File: config.mk
export PLATFORM = sky130hd
export DESIGN_NAME = ns_msg_relay
export DESIGN_NICKNAME = d
export VERILOG_FILES = /design/src/rtl/ns_msg_relay_pkg.sv /design/src/rtl/ns_msg_relay_calc_redun.sv /design/src/rtl/ns_msg_relay.sv
export SDC_FILE = /design/constraint.sdc
export NUM_CORES = 1
export LEC_CHECK = 0
export CAP_MARGIN = 20
export CORE_ASPECT_RATIO = 0.6
export CORE_MARGIN = 1.5
export CORE_UTILIZATION = 45
export CTS_CLUSTER_DIAMETER = 50
export DETAILED_ROUTE_END_ITERATION = 8
export GPL_ROUTABILITY_DRIVEN = 0
export PLACE_DENSITY = 0.65
export SETUP_SLACK_MARGIN = 0.05
export SLEW_MARGIN = 10
export SYNTH_ARGS = -nofsm -noshare
export SYNTH_HDL_FRONTEND = slang
export SYNTH_SLANG_ARGS = --single-unit
File: constraint.sdc
create_clock -name clk -period 4.2 [get_ports clk]
set_input_delay 0.42 -clock clk [delete_from_list [all_inputs] [get_ports clk]]
set_output_delay 0.42 -clock clk [all_outputs]
set_load 0.02 [all_outputs]
File: src/rtl/ns_msg_relay_pkg.sv
// Shared widths, FSM encodings and the debouncer macro for the ns_msg_relay stage.
// Field sizes come from the codebase-wide NS_* defines; the defaults apply when no build sets them.
`ifndef NS_ADDRESS_SIZE
`define NS_ADDRESS_SIZE 8
`endif
`ifndef NS_DATA_SIZE
`define NS_DATA_SIZE 16
`endif
`ifndef NS_REDUN_SIZE
`define NS_REDUN_SIZE 4
`endif
`ifndef NS_REQ_CKS
`define NS_REQ_CKS 3
`endif
`ifndef NS_ACK_CKS
`define NS_ACK_CKS 2
`endif

// ckd_ takes the level of sig_ once sig_ has differed from it for cks_ consecutive samples.
`ifndef NS_DEBOUNCE
`define NS_DEBOUNCE(clk_, rst_n_, sig_, ckd_, cnt_, cks_) \
    always_ff @(posedge clk_ or negedge rst_n_) begin \
        if (!rst_n_) begin \
            cnt_ <= '0; \
            ckd_ <= 1'b0; \
        end else if (sig_ == ckd_) begin \
            cnt_ <= '0; \
        end else if (cnt_ == DB_CNT_W'(cks_ - 1)) begin \
            cnt_ <= '0; \
            ckd_ <= sig_; \
        end else begin \
            cnt_ <= cnt_ + 1'b1; \
        end \
    end
`endif

package ns_msg_relay_pkg;

    localparam int NS_ASZ       = `NS_ADDRESS_SIZE;
    localparam int NS_DSZ       = `NS_DATA_SIZE;
    localparam int NS_RSZ       = `NS_REDUN_SIZE;
    localparam int NS_REQ_CKS_P = `NS_REQ_CKS;
    localparam int NS_ACK_CKS_P = `NS_ACK_CKS;

    localparam int ERR_W    = 8;
    localparam int DB_CNT_W = 8;

    typedef enum logic [1:0] {
        S_IDLE  = 2'd0,
        S_CHECK = 2'd1,
        S_ACK   = 2'd2,
        S_REL   = 2'd3
    } sink_state_t;

    typedef enum logic [1:0] {
        O_IDLE = 2'd0,
        O_WAIT = 2'd1,
        O_REL  = 2'd2
    } src_state_t;

endpackage

File: src/rtl/ns_msg_relay_calc_redun.sv
// Redundancy code for a message: XOR fold of {src, dst, dat} in RSZ-bit chunks, LSB aligned.
module calc_redun
    import ns_msg_relay_pkg::*;
#(
    parameter int ASZ = NS_ASZ,
    parameter int DSZ = NS_DSZ,
    parameter int RSZ = NS_RSZ
) (
    input  logic [ASZ-1:0] src,
    input  logic [ASZ-1:0] dst,
    input  logic [DSZ-1:0] dat,
    output logic [RSZ-1:0] red
);

    localparam int MW     = 2 * ASZ + DSZ;
    localparam int CHUNKS = (MW + RSZ - 1) / RSZ;

    logic [MW-1:0] msg;

    assign msg = {src, dst, dat};

    always_comb begin
        red = '0;
        for (int j = 0; j < CHUNKS; j++) begin
            red = red ^ RSZ'(msg >> (j * RSZ));
        end
    end

endmodule

File: src/rtl/ns_msg_relay.sv
// Message relay: debounced 4-phase input channel, redundancy check, DEPTH-entry ring,
// and a 4-phase output channel that re-issues good messages in arrival order.
module ns_msg_relay
    import ns_msg_relay_pkg::*;
#(
    parameter int ASZ         = NS_ASZ,
    parameter int DSZ         = NS_DSZ,
    parameter int RSZ         = NS_RSZ,
    parameter int DEPTH       = 4,
    parameter int RCV_REQ_CKS = NS_REQ_CKS_P,
    parameter int SND_ACK_CKS = NS_ACK_CKS_P
) (
    input  logic             clk,
    input  logic             reset,
    input  logic [ASZ-1:0]   i_src,
    input  logic [ASZ-1:0]   i_dst,
    input  logic [DSZ-1:0]   i_dat,
    input  logic [RSZ-1:0]   i_red,
    input  logic             i_req,
    output logic             i_ack,
    output logic [ASZ-1:0]   o_src,
    output logic [ASZ-1:0]   o_dst,
    output logic [DSZ-1:0]   o_dat,
    output logic [RSZ-1:0]   o_red,
    output logic             o_req,
    input  logic             o_ack,
    output logic [ERR_W-1:0] err_cnt,
    output logic             full,
    output logic             empty
);

    localparam int PTR_W = $clog2(DEPTH);
    localparam int CNT_W = PTR_W + 1;
    localparam int MSG_W = 2 * ASZ + DSZ + RSZ;
    localparam logic [CNT_W-1:0] CNT_FULL = CNT_W'(DEPTH);

    logic                ckd_req, ckd_ack;
    logic [DB_CNT_W-1:0] req_cnt, ack_cnt;

    sink_state_t sink_state, sink_next;
    src_state_t  src_state, src_next;

    logic [ASZ-1:0] lat_src, lat_dst;
    logic [DSZ-1:0] lat_dat;
    logic [RSZ-1:0] lat_red, calc_red;
    logic           latch_en, push, drop, i_ack_next;
    logic           load, pop, o_req_next;

    logic [MSG_W-1:0] ring [DEPTH];
    logic [PTR_W-1:0] wr_ptr, rd_ptr;
    logic [CNT_W-1:0] count, next_count;
    logic [MSG_W-1:0] head;

    `NS_DEBOUNCE(clk, reset, i_req, ckd_req, req_cnt, RCV_REQ_CKS)
    `NS_DEBOUNCE(clk, reset, o_ack, ckd_ack, ack_cnt, SND_ACK_CKS)

    calc_redun #(.ASZ(ASZ), .DSZ(DSZ), .RSZ(RSZ)) u_calc_redun (
        .src(lat_src),
        .dst(lat_dst),
        .dat(lat_dat),
        .red(calc_red)
    );

    // NOTE: every output of a combinational block gets a default first, so no path can infer a latch.
    always_comb begin
        sink_next  = sink_state;
        latch_en   = 1'b0;
        push       = 1'b0;
        drop       = 1'b0;
        i_ack_next = i_ack;
        unique case (sink_state)
            S_IDLE: if (ckd_req && !i_ack && !full) begin
                latch_en  = 1'b1;
                sink_next = S_CHECK;
            end
            S_CHECK: begin
                push       = (lat_red == calc_red);
                drop       = (lat_red != calc_red);
                i_ack_next = 1'b1;
                sink_next  = S_ACK;
            end
            S_ACK: sink_next = S_REL;
            S_REL: if (!ckd_req) begin
                i_ack_next = 1'b0;
                sink_next  = S_IDLE;
            end
            default: sink_next = S_IDLE;
        endcase
    end

    // An empty ring forwards the message being pushed, so pass-through costs no extra cycle.
    assign head = empty ? {lat_src, lat_dst, lat_dat, lat_red} : ring[rd_ptr];

    always_comb begin
        src_next   = src_state;
        load       = 1'b0;
        pop        = 1'b0;
        o_req_next = o_req;
        unique case (src_state)
            O_IDLE: if ((!empty || push) && !ckd_ack) begin
                load       = 1'b1;
                o_req_next = 1'b1;
                src_next   = O_WAIT;
            end
            O_WAIT: if (ckd_ack) begin
                pop        = 1'b1;
                o_req_next = 1'b0;
                src_next   = O_REL;
            end
            O_REL: if (!ckd_ack) src_next = O_IDLE;
            default: src_next = O_IDLE;
        endcase
    end

    always_comb begin
        unique case ({push, pop})
            2'b10:   next_count = count + 1'b1;
            2'b01:   next_count = count - 1'b1;
            default: next_count = count;
        endcase
    end

    // NOTE: sequential state uses non-blocking assignments so every register samples pre-edge values.
    always_ff @(posedge clk or negedge reset) begin
        if (!reset) begin
            sink_state <= S_IDLE;
            src_state  <= O_IDLE;
            i_ack      <= 1'b0;
            o_req      <= 1'b0;
            lat_src    <= '0;
            lat_dst    <= '0;
            lat_dat    <= '0;
            lat_red    <= '0;
            o_src      <= '0;
            o_dst      <= '0;
            o_dat      <= '0;
            o_red      <= '0;
            err_cnt    <= '0;
            wr_ptr     <= '0;
            rd_ptr     <= '0;
            count      <= '0;
            full       <= 1'b0;
            empty      <= 1'b1;
        end else begin
            sink_state <= sink_next;
            src_state  <= src_next;
            i_ack      <= i_ack_next;
            o_req      <= o_req_next;
            if (latch_en) begin
                lat_src <= i_src;
                lat_dst <= i_dst;
                lat_dat <= i_dat;
                lat_red <= i_red;
            end
            if (load) {o_src, o_dst, o_dat, o_red} <= head;
            if (drop && err_cnt != {ERR_W{1'b1}}) err_cnt <= err_cnt + 1'b1;
            if (push) wr_ptr <= wr_ptr + 1'b1;
            if (pop)  rd_ptr <= rd_ptr + 1'b1;
            count <= next_count;
            full  <= (next_count == CNT_FULL);
            empty <= (next_count == '0);
        end
    end

    // NOTE: ring storage has no reset; count/empty guard every read, so stale contents are never seen.
    always_ff @(posedge clk) begin
        if (push) ring[wr_ptr] <= {lat_src, lat_dst, lat_dat, lat_red};
    end

endmodule

==> run_summary.xml <==
<?xml version="1.0" encoding="UTF-8"?>
<metrics>
  <group name="yosys">
    <metric name="post_synth_fa_ha_maj_area_fraction" unit="">0.01916</metric>
    <metric name="count_of_flip_flops_with_a_built_in_enable_after_synthesis" unit="">144</metric>
    <metric name="synth_top_area_share" unit="">0.3988</metric>
    <metric name="yosysUniqueCellTypes" unit="">46</metric>
    <metric name="ys_async_sr_fraction" unit="">0.4397</metric>
    <metric name="post_synth_xor_xnor_area" unit="">0.04962</metric>
    <metric name="synthSimpleGateAreaFrac" unit="">0.09359</metric>
    <metric name="synth.ff_latch_count" unit="">257</metric>
    <metric name="top_flip_flop_cell_by_instance_count_after_synthesis" unit="">edfxtp_1</metric>
    <metric name="synth.area.top_cells" unit="">edfxtp_1, dfrtp_1, mux4_2</metric>
    <metric name="synth.yosys.warnings" unit="">0</metric>
    <metric name="fraction_of_the_mapped_netlist_area_in_compound_gates" unit="">0.04270</metric>
    <metric name="dominant_combinational_cell_family_by_area_after_synthesis" unit="">multiplexers</metric>
    <metric name="synthesis.instances" unit="">712</metric>
    <metric name="netlist_area_before_placement" unit="µm²">10840</metric>
    <metric name="synth_nets" unit="">768</metric>
    <metric name="synth-seq-area-share" unit="">0.6598</metric>
    <metric name="syn_area_per_cell" unit="µm²">15.23</metric>
    <metric name="netlist.top_cell.by_area" unit="">edfxtp_1</metric>
    <metric name="post_synthesis_mux_area_share" unit="">0.1163</metric>
  </group>
  <group name="layout">
    <metric name="final_net_count" unit="">867</metric>
    <metric name="fin_util" unit="">0.5505</metric>
    <metric name="layout-drive-gt1-share" unit="">0.1749</metric>
    <metric name="instances_no_fill" unit="">1144</metric>
    <metric name="num_antenna_cells" unit="">0</metric>
    <metric name="final_common_cell" unit="">edfxtp_1</metric>
    <metric name="layout_common_cells" unit="">edfxtp_1, nand2_1, dfrtp_1</metric>
    <metric name="area_growth_syn_to_layout" unit="%">18.57</metric>
  </group>
  <group name="power">
    <metric name="power_density_relative_to_cell_area" unit="nW/µm²">808.0</metric>
    <metric name="worst_vdd_rail_ir_drop" unit="µV">404.5</metric>
    <metric name="power_leakage" unit="nW">4.993</metric>
  </group>
  <group name="routing">
    <metric name="routed_wl" unit="µm">24830</metric>
    <metric name="wl_per_cell" unit="µm">21.70</metric>
    <metric name="first_iter_violations" unit="">420</metric>
    <metric name="drc" unit="">0</metric>
    <metric name="route.detailed.vias_per_inst" unit="">5.444</metric>
    <metric name="via_count" unit="">6228</metric>
    <metric name="antenna_violating_nets_post_route" unit="">0</metric>
    <metric name="drt_pass1_iterations" unit="">5</metric>
  </group>
  <group name="grt">
    <metric name="grt_pass1_vias" unit="">6592</metric>
    <metric name="antenna_found_initial" unit="">0</metric>
    <metric name="maximum_number_of_pins_on_one_net_before_global_route_repair" unit="">63</metric>
    <metric name="wire_length_of_the_first_global_routing_pass" unit="µm">38340</metric>
    <metric name="grt_util_all_layers" unit="">0.2044</metric>
    <metric name="global_route_congestion_overflow_total" unit="">0</metric>
  </group>
  <group name="sta">
    <metric name="maxClockFrequency" unit="MHz">275.3</metric>
    <metric name="report.final.slew_viol_count" unit="">0</metric>
    <metric name="report.final.setup_viol" unit="">0</metric>
    <metric name="grt_setup_unrepaired" unit="">false</metric>
    <metric name="fin_tns_setup" unit="ns">0</metric>
    <metric name="min_period" unit="ns">3.632</metric>
    <metric name="worstMarginPinSlew" unit="ns">0.8732</metric>
    <metric name="layout_worst_path_cycle_share" unit="">0.8648</metric>
    <metric name="hold_slack" unit="ns">0.02285</metric>
    <metric name="layout_skew" unit="ns">0.01348</metric>
    <metric name="finalHoldViolCount" unit="">0</metric>
    <metric name="slew_headroom" unit="">0.4179</metric>
  </group>
  <group name="setup_path">
    <metric name="timing.critical_path.required" unit="ns">4.64</metric>
    <metric name="timing.critical_path.fanout_max" unit="">11</metric>
    <metric name="timing.critical_path.cells" unit="">xnor2_1 -&gt; xnor3_1 -&gt; xnor2_1 -&gt; and4_4 -&gt; and2_1 -&gt; inv_1 -&gt; ha_1 -&gt; fa_1 -&gt; mux2_2 -&gt; or2_2 -&gt; nor2b_1</metric>
    <metric name="crit_family" unit="">XOR/XNOR gates</metric>
    <metric name="start_kind" unit="">flop</metric>
    <metric name="critical_path.endpoint_type" unit="">flop</metric>
    <metric name="r2r-start" unit="">lat_src[6]$_DFFE_PN0P_</metric>
    <metric name="crit_top_cell" unit="">xnor2_1</metric>
    <metric name="critical_path_class" unit="">flop to flop</metric>
    <metric name="slowest_stage" unit="">dfrtp_1</metric>
    <metric name="reg2reg_setup_slack" unit="ns">0.57</metric>
    <metric name="critPathBufInv" unit="">1</metric>
    <metric name="max_stage_delay" unit="ns">0.45</metric>
    <metric name="worst_ep_arrival_time" unit="ns">4.07</metric>
    <metric name="crit-reg2reg-capture" unit="">full$_DFF_PN0_</metric>
    <metric name="ff2ff_path_depth" unit="">11</metric>
  </group>
  <group name="floorplan">
    <metric name="placement_rows" unit="">43</metric>
    <metric name="coreArea" unit="µm²">23350</metric>
    <metric name="num_io_pins" unit="">88</metric>
    <metric name="starting_density_of_the_core" unit="">0.4643</metric>
    <metric name="die_w" unit="µm">203.4</metric>
    <metric name="floorplan.die.height" unit="µm">123.2</metric>
    <metric name="design.die.area" unit="µm²">25060</metric>
  </group>
  <group name="job">
    <metric name="maxCapViolations" unit="">0</metric>
  </group>
  <group name="worst_hold_path">
    <metric name="hp-class" unit="">input port to async pin</metric>
  </group>
  <group name="placed_design">
    <metric name="placed_cells" unit="">1099</metric>
    <metric name="dp_hpwl" unit="µm">14640</metric>
    <metric name="numPortBuffers" unit="">87</metric>
  </group>
  <group name="clocking">
    <metric name="cts_buffer_depth" unit="">3</metric>
    <metric name="cts_made_buffers" unit="">24</metric>
    <metric name="clkLatencyLatePin" unit="ns">0.52</metric>
    <metric name="post-cts-setup-buffers" unit="">0</metric>
    <metric name="path_clk_slew" unit="ns">0.06</metric>
    <metric name="cts-hold-fix-buffers" unit="">0</metric>
    <metric name="post_cts.resized_instances" unit="">0</metric>
    <metric name="cts_max_level" unit="">1</metric>
    <metric name="tritoncts_clock_tree" unit="">built</metric>
    <metric name="numClockSinks" unit="">257</metric>
    <metric name="root_buffer" unit="">clkbuf_16</metric>
  </group>
  <group name="status">
    <metric name="result_of_the_run" unit="">complete, no violations</metric>
  </group>
</metrics>
cell families after synthesis:
kind of cell	count (synthesis)
buffers and inverters	40
adders and majority gates	16
AOI/OAI and AO/OA	50
DFF	257
and+or+nand+nor	218
muxes	76
xor gates and xnor gates	55
layer usage:
layer	up-vias	global-route usage	routed length, µm
met5	-	0	0
met4	0	0.04630	424
met3	32	0.03769	1608
met2	188	0.3170	11280
met1	3189	0.3027	11520
li1	2819	-	-
synthesized netlist by cell type, types with 2 or more instances:
library cell and instances:
a221o_1 30, a221o_2 5, and2_1 36, and3_1 9
buf_1 4, buf_2 3, buf_6 6, clkbuf_1 16
dfrtp_1 112, edfxtp_1 144, ha_1 15, inv_1 8
mux2_2 40, mux4_2 36, nand2_1 117, nand2b_1 2
nand3_1 12, nand4_1 4, nor2_1 24, nor3_1 3
nor4_1 2, nor4b_1 2, o21ai_0 8, xnor2_1 29
xnor3_1 3, xor2_1 22
flip-flops by register name, summed over array words and instances (netlist names):
register    flops
ack_cnt         8
ckd_ack         1
ckd_req         1
count           3
empty           1
err_cnt         8
full            1
i_ack           1
lat_dat        16
lat_dst         8
lat_red         4
lat_src         8
o_dat          16
o_dst           8
o_red           4
o_req           1
o_src           8
rd_ptr          2
req_cnt         8
ring          144
sink_state      2
src_state       2
wr_ptr          2
stage by stage:
stage               setup WS (ns)  total power, mW  cell area [µm²]
floorplan                  0.9950            6.914            10840
global placement           0.7181            8.146            12060
detailed placement         0.5828            8.299            12060
CTS                        0.5518            10.47            12830
global route               0.3382            10.97            12850
finish                     0.5677            10.39            12850
power breakdown:
part	internal, mW	switching (mW)	total (mW)
sequential	3.51	0.695	4.21
clock	1.21	0.930	2.14
combinational	1.99	2.05	4.04
how the worst max path moves through the flow:
stage | startpoint | to | slack, ns | cells after the start
2_1_floorplan | lat_dat[12]$_DFFE_PN0P_ | full$_DFF_PN0_ | 1.0 | 12
3_3_place_gp | lat_src[6]$_DFFE_PN0P_ | full$_DFF_PN0_ | 0.72 | 11
3_5_place_dp | lat_src[4]$_DFFE_PN0P_ | full$_DFF_PN0_ | 0.58 | 11
4_1_cts | lat_src[4]$_DFFE_PN0P_ | full$_DFF_PN0_ | 0.55 | 11
5_1_grt | lat_src[4]$_DFFE_PN0P_ | full$_DFF_PN0_ | 0.34 | 11
6_report | lat_src[6]$_DFFE_PN0P_ | full$_DFF_PN0_ | 0.57 | 11
layout make-up:
class	instances	area, µm²
Clock buffer	27	633.1
Clock inverter	17	138.9
Fill cell	1880	10500
Inverter	9	33.78
Multi-Input combinational cell	415	3492
Sequential cell	257	7154
Tap cell	315	394.1
Timing Repair Buffer	104	1008
Power figures use the tool's default switching activity.
